==> src/rtl/ps2_pkg.sv <==
// Shared types and constants for the PS/2 key event receiver.
// Frame states, scan-code prefixes, the event word and the frame validity check.
package ps2_pkg;

  typedef enum logic [1:0] {IDLE, DATA, PARITY, STOP} frame_state_t;

  localparam logic [7:0] PFX_EXT = 8'hE0;
  localparam logic [7:0] PFX_BRK = 8'hF0;

  typedef struct packed {
    logic       ext;
    logic       brk;
    logic [7:0] code;
  } key_evt_t;

  // Odd parity over data+parity, and a high stop bit.
  function automatic logic frame_ok(input logic [7:0] code, input logic par, input logic stop);
    return ((^code) ^ par) & stop;
  endfunction

endpackage

==> src/rtl/ps2_evt_fifo.sv <==
// Synchronous event FIFO with occupancy level; accepts push-while-full when a pop
// happens in the same cycle.
module ps2_evt_fifo #(
  parameter int DEPTH = 8,
  parameter int WIDTH = 10
) (
  input  logic                     clk,
  input  logic                     rst,
  input  logic                     push,
  input  logic [WIDTH-1:0]         wdata,
  input  logic                     pop,
  output logic [WIDTH-1:0]         rdata,
  output logic                     push_ok,
  output logic                     full,
  output logic                     empty,
  output logic [$clog2(DEPTH):0]   level
);

  localparam int AW = $clog2(DEPTH);
  localparam int LW = AW + 1;

  logic [WIDTH-1:0] mem [DEPTH];
  logic [AW-1:0]    wr_ptr;
  logic [AW-1:0]    rd_ptr;
  logic             do_pop;

  assign empty   = (level == '0);
  assign full    = (level == LW'(DEPTH));
  assign do_pop  = pop & ~empty;
  assign push_ok = push & (~full | do_pop);
  assign rdata   = mem[rd_ptr];

  always_ff @(posedge clk or negedge rst) begin
    if (!rst) begin
      wr_ptr <= '0;
      rd_ptr <= '0;
      level  <= '0;
    end else begin
      if (push_ok) wr_ptr <= wr_ptr + AW'(1);
      if (do_pop)  rd_ptr <= rd_ptr + AW'(1);
      level <= level + LW'(push_ok) - LW'(do_pop);
    end
  end

  always_ff @(posedge clk) begin
    if (push_ok) mem[wr_ptr] <= wdata;
  end

endmodule

==> src/rtl/ps2_key_event_rx.sv <==
// PS/2 keyboard receiver: synchronises the bus, validates frames, folds E0/F0
// prefixes into key events and queues them behind a valid/ready handshake.
module ps2_key_event_rx
  import ps2_pkg::*;
#(
  parameter int FIFO_DEPTH     = 8,
  parameter int TIMEOUT_CYCLES = 50000,
  parameter int COUNT_W        = 8
) (
  input  logic                          clk,
  input  logic                          rst,
  input  logic                          ps2_clk,
  input  logic                          ps2_data,
  input  logic                          evt_ready,
  input  logic                          ovf_clr,
  output logic                          evt_valid,
  output logic [7:0]                    evt_code,
  output logic                          evt_ext,
  output logic                          evt_break,
  output logic                          overflow,
  output logic                          frame_err,
  output logic                          busy,
  output logic [COUNT_W-1:0]            key_count,
  output logic [$clog2(FIFO_DEPTH):0]   fifo_level
);

  localparam int TO_W = $clog2(TIMEOUT_CYCLES + 1);

  logic            sclk_p0, sclk_p1, sclk_p2;
  logic            sdat_p0, sdat_p1;
  logic            fall;
  frame_state_t    state, state_n;
  logic [2:0]      bit_cnt, bit_cnt_n;
  logic [TO_W-1:0] to_cnt;
  logic            timed_out;
  logic [7:0]      shift;
  logic            par;
  logic            good_n, err_n, good_p1;
  logic            ext_f, brk_f, ext_n, brk_n;
  logic            push_req, push_ok, full, empty, drop;
  key_evt_t        evt_in, head;
  logic [9:0]      head_raw;

  // Stage boundary: two-flop synchronisers plus one delayed clock for edge detect.
  always_ff @(posedge clk or negedge rst) begin
    if (!rst) begin
      sclk_p0 <= 1'b1; sclk_p1 <= 1'b1; sclk_p2 <= 1'b1;
      sdat_p0 <= 1'b1; sdat_p1 <= 1'b1;
    end else begin
      sclk_p0 <= ps2_clk;  sclk_p1 <= sclk_p0; sclk_p2 <= sclk_p1;
      sdat_p0 <= ps2_data; sdat_p1 <= sdat_p0;
    end
  end

  assign fall      = sclk_p2 & ~sclk_p1;
  assign timed_out = (to_cnt == TO_W'(TIMEOUT_CYCLES));

  always_comb begin
    state_n   = state;
    bit_cnt_n = bit_cnt;
    good_n    = 1'b0;
    err_n     = 1'b0;
    case (state)
      IDLE:   if (fall && !sdat_p1) begin
                state_n   = DATA;
                bit_cnt_n = '0;
              end
      DATA:   if (fall) begin
                bit_cnt_n = bit_cnt + 3'd1;
                if (bit_cnt == 3'd7) state_n = PARITY;
              end
      PARITY: if (fall) state_n = STOP;
      STOP:   if (fall) begin
                state_n = IDLE;
                if (frame_ok(shift, par, sdat_p1)) good_n = 1'b1;
                else                               err_n  = 1'b1;
              end
      default: state_n = IDLE;
    endcase
    if (state != IDLE && !fall && timed_out) begin
      state_n = IDLE;
      good_n  = 1'b0;
      err_n   = 1'b1;
    end
  end

  always_ff @(posedge clk or negedge rst) begin
    if (!rst) begin
      state     <= IDLE;
      bit_cnt   <= '0;
      to_cnt    <= '0;
      good_p1   <= 1'b0;
      frame_err <= 1'b0;
    end else begin
      state     <= state_n;
      bit_cnt   <= bit_cnt_n;
      good_p1   <= good_n;
      frame_err <= err_n;
      if (fall)            to_cnt <= '0;
      else if (!timed_out) to_cnt <= to_cnt + TO_W'(1);
    end
  end

  always_ff @(posedge clk) begin
    if (fall && state == DATA)   shift <= {sdat_p1, shift[7:1]};
    if (fall && state == PARITY) par   <= sdat_p1;
  end

  // Stage boundary: good byte in shift is decoded one cycle after the stop bit.
  always_comb begin
    push_req = 1'b0;
    ext_n    = ext_f;
    brk_n    = brk_f;
    evt_in   = '{ext: ext_f, brk: brk_f, code: shift};
    if (good_p1) begin
      if (shift == PFX_EXT)      ext_n = 1'b1;
      else if (shift == PFX_BRK) brk_n = 1'b1;
      else begin
        push_req = 1'b1;
        ext_n    = 1'b0;
        brk_n    = 1'b0;
      end
    end
  end

  assign drop = push_req & full & ~(evt_valid & evt_ready);

  always_ff @(posedge clk or negedge rst) begin
    if (!rst) begin
      ext_f     <= 1'b0;
      brk_f     <= 1'b0;
      overflow  <= 1'b0;
      key_count <= '0;
    end else begin
      ext_f <= ext_n;
      brk_f <= brk_n;
      if (drop)         overflow <= 1'b1;
      else if (ovf_clr) overflow <= 1'b0;
      if (push_ok && !evt_in.brk) key_count <= key_count + COUNT_W'(1);
    end
  end

  ps2_evt_fifo #(.DEPTH(FIFO_DEPTH), .WIDTH(10)) u_fifo (
    .clk     (clk),
    .rst     (rst),
    .push    (push_req),
    .wdata   (evt_in),
    .pop     (evt_ready),
    .rdata   (head_raw),
    .push_ok (push_ok),
    .full    (full),
    .empty   (empty),
    .level   (fifo_level)
  );

  assign head      = key_evt_t'(head_raw);
  assign evt_valid = ~empty;
  assign evt_code  = evt_valid ? head.code : 8'h00;
  assign evt_ext   = evt_valid & head.ext;
  assign evt_break = evt_valid & head.brk;
  assign busy      = (state != IDLE);

endmodule

==> config.mk <==
export PLATFORM = sky130hd
export DESIGN_NAME = ps2_key_event_rx
export DESIGN_NICKNAME = d
export VERILOG_FILES = /design/src/rtl/ps2_pkg.sv /design/src/rtl/ps2_evt_fifo.sv /design/src/rtl/ps2_key_event_rx.sv
export SDC_FILE = /design/constraint.sdc
export NUM_CORES = 1
export LEC_CHECK = 0
export BUFFER_PORTS_ARGS = -buffer_cell sky130_fd_sc_hd__buf_4
export CORE_MARGIN = 2
export CORE_UTILIZATION = 35
export DETAILED_ROUTE_END_ITERATION = 10
export PLACE_DENSITY = 0.56
export SKIP_CTS_REPAIR_TIMING = 1
export SLEW_MARGIN = 25
export SYNTH_ARGS = -nofsm -noshare
export SYNTH_HDL_FRONTEND = slang
export SYNTH_SLANG_ARGS = --single-unit
export TNS_END_PERCENT = 20
==> constraint.sdc <==
create_clock -name clk -period 7.9 [get_ports clk]
set_input_delay 1.58 -clock clk [delete_from_list [all_inputs] [get_ports clk]]
set_output_delay 1.58 -clock clk [all_outputs]
set_load 0.01 [all_outputs]
======== Yosys cells after proc, flatten, opt, wreduce, memory -nomap -nowiden ========
Memories as Yosys holds them, arrays and structs flattened.
Index checks and enable logic that the tools add are counted.
Widths: inputs -> output; s select.
storage, ports and cells
  register bits after elaboration ......... 58
  output and inout port bits .............. 26
  word-level logic and storage cells ...... 109
  bits in writable memories ............... 80
  input bits .............................. 6
  memories kept ........................... 1
cells by class
  eq/ne operators ......................... 17
  reductions and logical operators ........ 19
  add/subtract/negate cells ............... 7
  bitwise gates (word level) .............. 15
  muxes and demuxes ....................... 31
memories
  name        words  width  rd ports  clocked after memory_dff  wr ports  RTL line            source
  u_fifo.mem  8      10     1         0                         1         ps2_evt_fifo.sv:22  logic [WIDTH-1:0] mem [DEPTH];
operators with widths
  kind                   count
  $mux 16                2
  $mux 1                 18
  $add 16x1->16 const B  1
  $eq 16x16->1 const B   1
  $eq 8x8->1 const B     2
  $ne 3x3->1 const B     5
  $mux 2                 6
  $add 3x1->3 const B    3
  $add 8x1->8 const B    1
  $and 1x1->1            8
  $mux 8                 1
  $ne 2x2->1 const B     4
  $pmux 2 s4             1
  $reduce_xor 8->1       1
  $logic_and 1x1->1      6
  $mux 3                 2
  $pmux 3 s2             1
  $reduce_bool 2->1      3
  $not 1->1              5
  $reduce_and 5->1       1
  $add 4x1->4            1
  $eq 2x2->1 const B     2
  $eq 4x4->1 const B     1
  $logic_not 4->1        1
  9 further kinds        12

======== Longest topological paths before layout ========
Gate-level depths: netlist of the first run.
  depth in word-level cells ............... 7
  depth in mapped cells ................... 12
  depth with buffers taken out ............ 12

======== By module ========
A second synthesis of the first run with hierarchy kept.
second synthesis, totals
  cell total of the unflattened synthesis .. 393
  area total of the unflattened synthesis .. 6098.3 µm²
by module, submodules not included
  module            instances  seq. area each (µm²)  area an instance (µm²)  cells an instance
  ps2_evt_fifo      1          2652.5                3697.3                  175
  ps2_key_event_rx  1          1252.5                2401.1                  218

======== Least setup slack after synthesis of the first run ========
No wires, ideal clock.
  path type ............................... input-to-reg
  from .................................... input port evt_ready
  to ...................................... memory u_fifo.mem[2][0], enable pin
  arrival time ............................ 3.280 ns
  stages on the path ...................... 4
  setup slack ............................. 4.212 ns
  path buffers ............................ 1
  required time ........................... 7.493 ns
  setup time .............................. 0.407 ns
  cells stage by stage .................... nand2b_1 a211o_1 buf_6 nor4b_1
between the ends
  longest elaborated chain between the ends .. 5
ends and longest elaborated chain
  item                          RTL line                source
  start, declared               ps2_key_event_rx.sv:14  input logic evt_ready,
  $and 1x1->1                   ps2_evt_fifo.sv:29      assign do_pop = pop & ~empty;
  $or 1x1->1                    ps2_evt_fifo.sv:30      assign push_ok = push & (~full | do_pop);
  $and 1x1->1                   ps2_evt_fifo.sv:30
  $mux 1                        ps2_evt_fifo.sv:46      if (push_ok) mem[wr_ptr] <= wdata;
  $mux 1 (implied by the code)  ps2_evt_fifo.sv:46
  end, declared                 ps2_evt_fifo.sv:22
Every way passes these cells.

======== Worst setup path in the final report of the first run ========
  from .................................... register u_fifo.rd_ptr[0]
  to ...................................... output port evt_code[2]
between the ends
  longest elaborated chain between the ends .. 2
ends and longest elaborated chain
  item                    RTL line                 source
  start, declared         ps2_evt_fifo.sv:24       logic [AW-1:0] rd_ptr;
  start signal, assigned  ps2_evt_fifo.sv:40       if (do_pop) rd_ptr <= rd_ptr + AW'(1);
  $mem_v2 8x10            -
  $mux 8                  ps2_key_event_rx.sv:158  assign evt_code = evt_valid ? head.code : 8'h00;
  end, declared           ps2_key_event_rx.sv:17   output logic [7:0] evt_code,
Every way passes these cells.

==> Implementation_results.wiki, run 1 <==
{| class="wikitable"
! Metric !! Value
|-
| Overall fraction of global-route tracks in use || 0.130
|-
| Async set or reset register ratio after synthesis || 0.355
|-
| Leak Pwr || 2.71 nW
|-
| Wire length of the first global-routing pass || around 18 mm
|-
| Net Sw Frac || 0.303
|-
| Overall power consumption || 2.31 mW
|-
| Post-DP Area || 6580 um2
|-
| Antenna diode count || 0
|-
| Fin crit period || 3990 ps
|-
| Net Count, Synth || 431
|-
| Portion of total power attributed to the clock network || 0.317
|-
| Signed area change from the synthesized netlist to the final layout || 18.0%
|-
| Synth warn || 0
|-
| Run status || finished, final reports clean
|-
| Detail Route Antenna Nets || 0
|-
| Internal power summed over all cells || 1.61 mW
|-
| Transition time of the tightest slew-check pin || 943 ps
|-
| Synthesized cell area || ~6000 um2
|-
| Initial antenna violation count || 0
|-
| Peak supply drop || ~0.00015 V
|-
| HPWL after DPL || 7.08 mm
|-
| Post-synthesis sequential area ratio || 0.646
|-
| Worst-case clock skew || 6.66 ps
|-
| Final Cycle Share || 0.506
|-
| Category of the most critical setup path || reg -> out
|-
| CTS tree || done
|-
| Die area || between 15000 and 20000 um2
|-
| Final setup TNS || 0 ps
|-
| Count of distinct cell types in the synthesized netlist || 52
|-
| Number of standard cells after synthesis || about 400
|-
| Clock network latency to the later pin of the worst-skew pair || 410 ps
|-
| Number of placement rows || 48
|-
| Maximum capacitance violations || 0
|-
| Via count of the first global-routing pass || roughly 3400
|-
| Most frequent standard cell in the layout excluding fill and tap cells || edfxtp_1
|-
| Post-synth top area cell || edfxtp_1
|-
| Commonest non-fill, non-tap cells in the layout || 89 x edfxtp_1, 44 x dfrtp_1, 39 x buf_4
|-
| Bufs on Longest Clock Path || 2
|-
| Worst slack after detailed placement || 4260 ps
|-
| Slew HR || 0.371
|-
| WL final || 11.0 mm
|-
| Critical path data arrival time || 2410 ps
|-
| Clock transition at path regs || approximately 60 ps
|-
| Clock buffer count from CTS || 17
|-
| Number of levels the H-tree was split into || 4
|-
| Path category of the worst min-delay check || reg -> reg
|-
| Initial core utilization || 0.354
|-
| Unrepaired setup endpoints after global routing || no
|-
| Most instantiated flip-flop cell in the synthesis netlist || edfxtp_1
|-
| Mean instance size in the synthesized netlist || 15.1 um2
|-
| Net count of the finished layout || 475
|-
| Post-Layout Inst Area || approximately 7100 um2
|-
| Final setup slack of the worst path || between 3000 and 4000 ps
|-
| Number of synthesized flops with an enable pin || 89
|-
| Area of the core region || 17100 um2
|-
| Proportion of power drawn by flip-flops and latches || 0.423
|-
| Number of iterations in the first detailed-routing pass || 6
|-
| Worst setup SP type || flop
|-
| Power Dens Cells || roughly 320 nW/um2
|-
| Power share of the combinational group || 0.260
|-
| Cell types occupying the most area after synthesis || edfxtp_1 44%, dfrtp_1 18%, mux4_2 7.5%, ha_1 4.8%, dfstp_2 2.2%
|-
| Total of buffers placed on input and output ports || 31
|-
| IO Count || 32
|-
| Fin. Hold Viols || 0
|-
| Drt drc || 0
|-
| Peak fanout along the critical path || 12
|-
| Final GP Congestion || just over 0.8
|-
| Vias post-DR || 3315
|-
| Synthesis-stage register bit count || 138
|-
| Achievable clock frequency || 250 MHz
|-
| Synth top area share || 0.442
|-
| Via density || approximately 4.9
|-
| Number of sinks driven by the clock tree || 138
|-
| Die width || 135 um
|-
| Final setup vio count || 0
|-
| Data required time of the critical path || 6320 ps
|-
| Die outline height || 135 um
|-
| Global route overflow || 0
|-
| Share of final-layout standard cells stronger than drive strength 1 || 0.234
|-
| Number of DRC markers after the initial detailed-route iteration || 153
|-
| Net switching power of the design || approximately 700 uW
|-
| Kind of end point of the critical path || primary output
|-
| Routed WL per cell || 16.1 um
|-
| Clock root buffer || clkbuf_16
|-
| Final Max Tran Viols || 0
|-
| Maximum number of pins on one net before global-route repair || 50
|}
## logic make-up (layout without fill, tap and decap cells)
group           after synthesis  after routing  share of synthesized area
mux                          34             34                     0.0984
compound gates               28             28                     0.0346
simple gates                113            113                      0.102
xor+xnor                     26             26                     0.0400
fa+ha+maj                    24             24                     0.0510
buf+inv                      38             95                     0.0273
flops                       138            138                      0.646
## synth_stat cells, types with 3 or more instances
cell type and number:
nand3_1 11, mux2_2 3, ha_1 23, nand2_1 25, and2_1 5, edfxtp_1 89, nor3b_1 4, dfstp_2 5
o21ai_0 7, or3_1 4, nand4_1 8, mux4_2 20, dfrtp_1 44, xor2_1 12, mux2i_1 11, nor4b_1 4
buf_1 3, nor4_1 5, clkbuf_1 6, inv_1 24, buf_2 3, a21oi_1 8, xnor2_1 13, nor3_1 4
nor2_1 24, nor2b_1 3
## per-layer routing
metal | part of all wire | up-vias | track usage
met5 | 0 | - | 0
met4 | 0.0076 | 0 | 0.0399
met3 | 0.037 | 6 | 0.0370
met2 | 0.51 | 62 | 0.219
met1 | 0.45 | 1664 | 0.162
li1 | - | 1583 | -
## sequential cells by signal (all words and copies together), names as in the netlist, 2 cells and up
register       count
bit_cnt            3
u_fifo.rd_ptr      3
u_fifo.mem        80
shift              8
u_fifo.level       4
state              2
to_cnt            16
key_count          8
u_fifo.wr_ptr      3
## final cells by class
class / instances / area (um2)
Sequential cell: 138 / 3910
Fill cell: 1572 / 9930
Timing Repair Buffer: 39 / 293
Clock buffer: 19 / 433
Multi-Input combinational cell: 225 / 2010
Inverter: 24 / 90.1
Tap cell: 225 / 282
Clock inverter: 13 / 118
## critical path, cell delays in order (launching register included)
cell	delay [ps]
dfrtp_1	730
buf_4	370
mux4_2	530
mux2i_1	150
nor2_1	60
buf_4	160
## power groups by stage
| stage | Clock [mW] | Sequential (mW) | Combinational [mW] |
|---|---|---|---|
| floorplan | 0 | 0.922 | 0.456 |
| global placement | 0 | 0.987 | 0.592 |
| detailed placement | 0 | 0.991 | 0.607 |
| CTS | 0.749 | 0.978 | 0.611 |
| global route | 0.786 | 0.993 | 0.665 |
| finish | 0.733 | 0.977 | 0.599 |
## path summary, 6_finish.rpt
check,start,end,slack (ps),depth (start not counted)
hold / removal,sdat_p0$_DFF_PN1_,sdat_p1$_DFF_PN1_,350,0
setup reg to reg,shift[4]$_DFFE_PP_,u_fifo.mem[3][5]$_DFFE_PP_,5040,8
hold reg to reg,sdat_p0$_DFF_PN1_,sdat_p1$_DFF_PN1_,350,0
max in group asynchronous,rst,u_fifo.rd_ptr[0]$_DFFE_PN0N_,6270,1
setup / recovery,u_fifo.rd_ptr[0]$_DFFE_PN0N_,evt_code[2],3910,5
min in group asynchronous,rst,bit_cnt[2]$_DFFE_PN0P_,1190,1
## per-stage QoR
| step | instances | utilization | hold slack, ps |
|---|---|---|---|
| 2_1_floorplan | 401 | - | 345 |
| 3_3_place_gp | 651 | 0.386 | 347 |
| 3_5_place_dp | 651 | 0.386 | 347 |
| 4_1_cts | 683 | 0.418 | 355 |
| 5_1_grt | 683 | 0.418 | 356 |
| 6_report | 683 | 0.418 | 354 |
No activity file was read; power rests on OpenSTA's default activity.
==> inputs of run 2 (changes only) <==
- clock period: 7.9 -> 4.1 ns (I/O delays scaled with it)
==> Implementation_results.wiki, run 2 (synthesis results as in run 1) <==
{| class="wikitable"
! Metric !! Value
|-
| Data required time of the critical path || 3280 ps (was 6320 ps)
|-
| Buf+Inv Stages, Crit Path || 1 (was 2)
|-
| Critical path data arrival time || 2270 ps (was 2410 ps)
|-
| Register with the most flip-flops || u_fifo.mem (unchanged)
|-
| Achievable clock frequency || 324 MHz
|-
| Leak Pwr || 2.72 nW (was 2.71 nW)
|-
| Area occupied by multi-input gates || 2000 um2 (was 2010 um2)
|-
| Vias post-DR || 3388 (was 3315)
|-
| Final setup slack of the worst path || 1010 ps (was 3910 ps)
|-
| Antenna diode count || 0 (unchanged)
|-
| Number of iterations in the first detailed-routing pass || 4 (was 6)
|-
| Run status || finished, final reports clean (unchanged)
|-
| Internal power summed over all cells || 3.11 mW (was 1.61 mW)
|-
| Worst-case clock skew || 15.1 ps (was 6.66 ps)
|-
| Number of DRC markers after the initial detailed-route iteration || 218 (was 153)
|-
| Net count of the finished layout || 477 (was 475)
|-
| Overall fraction of global-route tracks in use || 0.137 (was 0.130)
|-
| Final GP Congestion || 0.751 (was 0.824)
|-
| Via density || 4.95 (was 4.85)
|-
| Worst setup SP type || flop (unchanged)
|-
| Clock buffer count from CTS || 17 (unchanged)
|-
| Die width || 135 um (unchanged)
|-
| Clock transition at path regs || 70 ps (was 60 ps)
|-
| IO Count || 32 (unchanged)
|-
| Signed area change from the synthesized netlist to the final layout || 18.4% (was 18.0%)
|-
| Storage element area || 3910 um2 (unchanged)
|-
| Routed WL per cell || 16.7 um (was 16.1 um)
|-
| Slew HR || 0.373 (was 0.371)
|-
| Portion of total power attributed to the clock network || 0.326 (was 0.317)
|-
| Bufs on Longest Clock Path || 2 (unchanged)
|-
| Total of buffers placed on input and output ports || 31 (unchanged)
|-
| Peak fanout along the critical path || 22 (was 12)
|-
| Maximum cell stage delay along the critical path || 960 ps (was 730 ps)
|-
| Initial core utilization || 0.354 (unchanged)
|-
| Drt drc || 0 (unchanged)
|-
| Final Max Tran Viols || 0 (unchanged)
|-
| Largest register FFs || 80 (unchanged)
|-
| Largest delay contributor family on the critical path || flip-flops (unchanged)
|-
| Number of levels the H-tree was split into || 4 (unchanged)
|-
| Number of sinks driven by the clock tree || 138 (unchanged)
|-
| Worst slack after detailed placement || 1370 ps (was 4260 ps)
|-
| WL final || 11.4 mm (was 11.0 mm)
|-
| Net switching power of the design || 1.40 mW (was 699 uW)
|-
| Category of the most critical setup path || reg -> out (unchanged)
|-
| Maximum number of pins on one net before global-route repair || 50 (unchanged)
|-
| Fillcell total || 1575 (was 1572)
|-
| Final setup vio count || 0 (unchanged)
|-
| Most frequent standard cell in the layout excluding fill and tap cells || edfxtp_1 (unchanged)
|-
| Die outline height || 135 um (unchanged)
|-
| Wire length of the first global-routing pass || 18.8 mm (was 17.9 mm)
|-
| Core occupancy in the finished layout || 0.419 (was 0.418)
|-
| Final setup TNS || 0 ps (unchanged)
|-
| Maximum capacitance violations || 0 (unchanged)
|-
| Power Dens Cells || 630 nW/um2 (was 324 nW/um2)
|-
| Path category of the worst min-delay check || reg -> reg (unchanged)
|-
| Area of the core region || 17100 um2 (unchanged)
|-
| Final Cycle Share || 0.753
|-
| Number of placement rows || 48 (unchanged)
|-
| Ordered cell list for the critical path || mux4_2 > mux2i_1 > nor2_1 > buf_4 (was buf_4 > mux4_2 > mux2i_1 > nor2_1 > buf_4)
|-
| Initial antenna violation count || 0 (unchanged)
|-
| Clock root buffer || clkbuf_16 (unchanged)
|-
| CTS tree || done (unchanged)
|-
| Power share of the combinational group || 0.264 (was 0.260)
|-
| Proportion of power drawn by flip-flops and latches || 0.411 (was 0.423)
|-
| HPWL after DPL || 7.28 mm (was 7.08 mm)
|-
| Detail Route Antenna Nets || 0 (unchanged)
|-
| Die area || 18300 um2 (unchanged)
|-
| Slowest cell on crit path || dfrtp_1 (unchanged)
|-
| Fin. Hold Viols || 0 (unchanged)
|-
| Fin crit period || 3090 ps
|-
| Overall power consumption || 4.50 mW (was 2.31 mW)
|-
| Peak supply drop || 0.000330 V (was 0.000155 V)
|-
| Global route overflow || 0 (unchanged)
|-
| Transition time of the tightest slew-check pin || 940 ps (was 943 ps)
|-
| Regs by FF count || u_fifo.mem (80), to_cnt (16) (unchanged)
|-
| Share of final-layout standard cells stronger than drive strength 1 || 0.243 (was 0.234)
|-
| Net Sw Frac || 0.310 (was 0.303)
|-
| Clock network latency to the later pin of the worst-skew pair || 430 ps (was 410 ps)
|-
| Kind of end point of the critical path || primary output (unchanged)
|-
| Commonest non-fill, non-tap cells in the layout || 89 x edfxtp_1, 44 x dfrtp_1, 41 x buf_4 (was 89 x edfxtp_1, 44 x dfrtp_1, 39 x buf_4)
|-
| Via count of the first global-routing pass || 3529 (was 3357)
|-
| Unrepaired setup endpoints after global routing || no (unchanged)
|}
[run 2: metrics by stage]
stage | std cells | instance area [um2] | hold WS [ps]
after floorplan | 401 | 6040 | 345
after global placement | 653 | 6580 | 345
after detailed placement | 653 | 6580 | 347
after CTS | 685 | 7150 | 356
after global routing | 685 | 7150 | 364
final | 685 | 7150 | 355
[run 2: metal layers]
| layer | vias up | wire length (um) | GRT usage |
|---|---|---|---|
| met5 | - | 0 | 0 |
| met3 | 9 | 427 | 0.0385 |
| met2 | 56 | 5650 | 0.220 |
| met1 | 1733 | 5180 | 0.177 |
| met4 | 0 | 159 | 0.0544 |
| li1 | 1590 | - | - |
[run 2: worst register-to-register path, delay by kind of cell (launching register included)]
family	cells	cell delay, ps
fa+ha+maj	1	250
simple gates	2	340
compound gates	2	750
buf+inv	3	540
flops	1	540
[run 2: path summary, 6_finish.rpt]
check / startpoint / endpoint / slack [ps] / cells after the start
max in group asynchronous: rst / key_count[3]$_DFFE_PN0P_ / 3240 / 1
min in group asynchronous: rst / bit_cnt[2]$_DFFE_PN0P_ / 430 / 1
worst min-delay path: sclk_p0$_DFF_PN1_ / sclk_p1$_DFF_PN1_ / 350 / 0
worst min register to register: sclk_p0$_DFF_PN1_ / sclk_p1$_DFF_PN1_ / 350 / 0
worst max register to register: shift[4]$_DFFE_PP_ / u_fifo.mem[3][7]$_DFFE_PP_ / 1380 / 8
worst max-delay path: u_fifo.rd_ptr[1]$_DFFE_PN0N_ / evt_code[5] / 1010 / 4
[run 2: cell type report]
class	count	share of cell area
sequential	138	0.546
multi-input combinational	225	0.279
inverter	24	0.0126
tap	225	0.0394
timing repair buffer	41	0.0431
clock inverter	15	0.0198
clock buffer	17	0.0595
[run 2: power by group through the flow]
stage / clock, mW / sequential (mW) / combinational, mW
2_1_floorplan: 0 / 1.78 / 0.878
3_3_place_gp: 0 / 1.87 / 1.19
3_5_place_dp: 0 / 1.88 / 1.21
4_1_cts: 1.50 / 1.85 / 1.21
5_1_grt: 1.56 / 1.88 / 1.33
6_report: 1.47 / 1.85 / 1.19
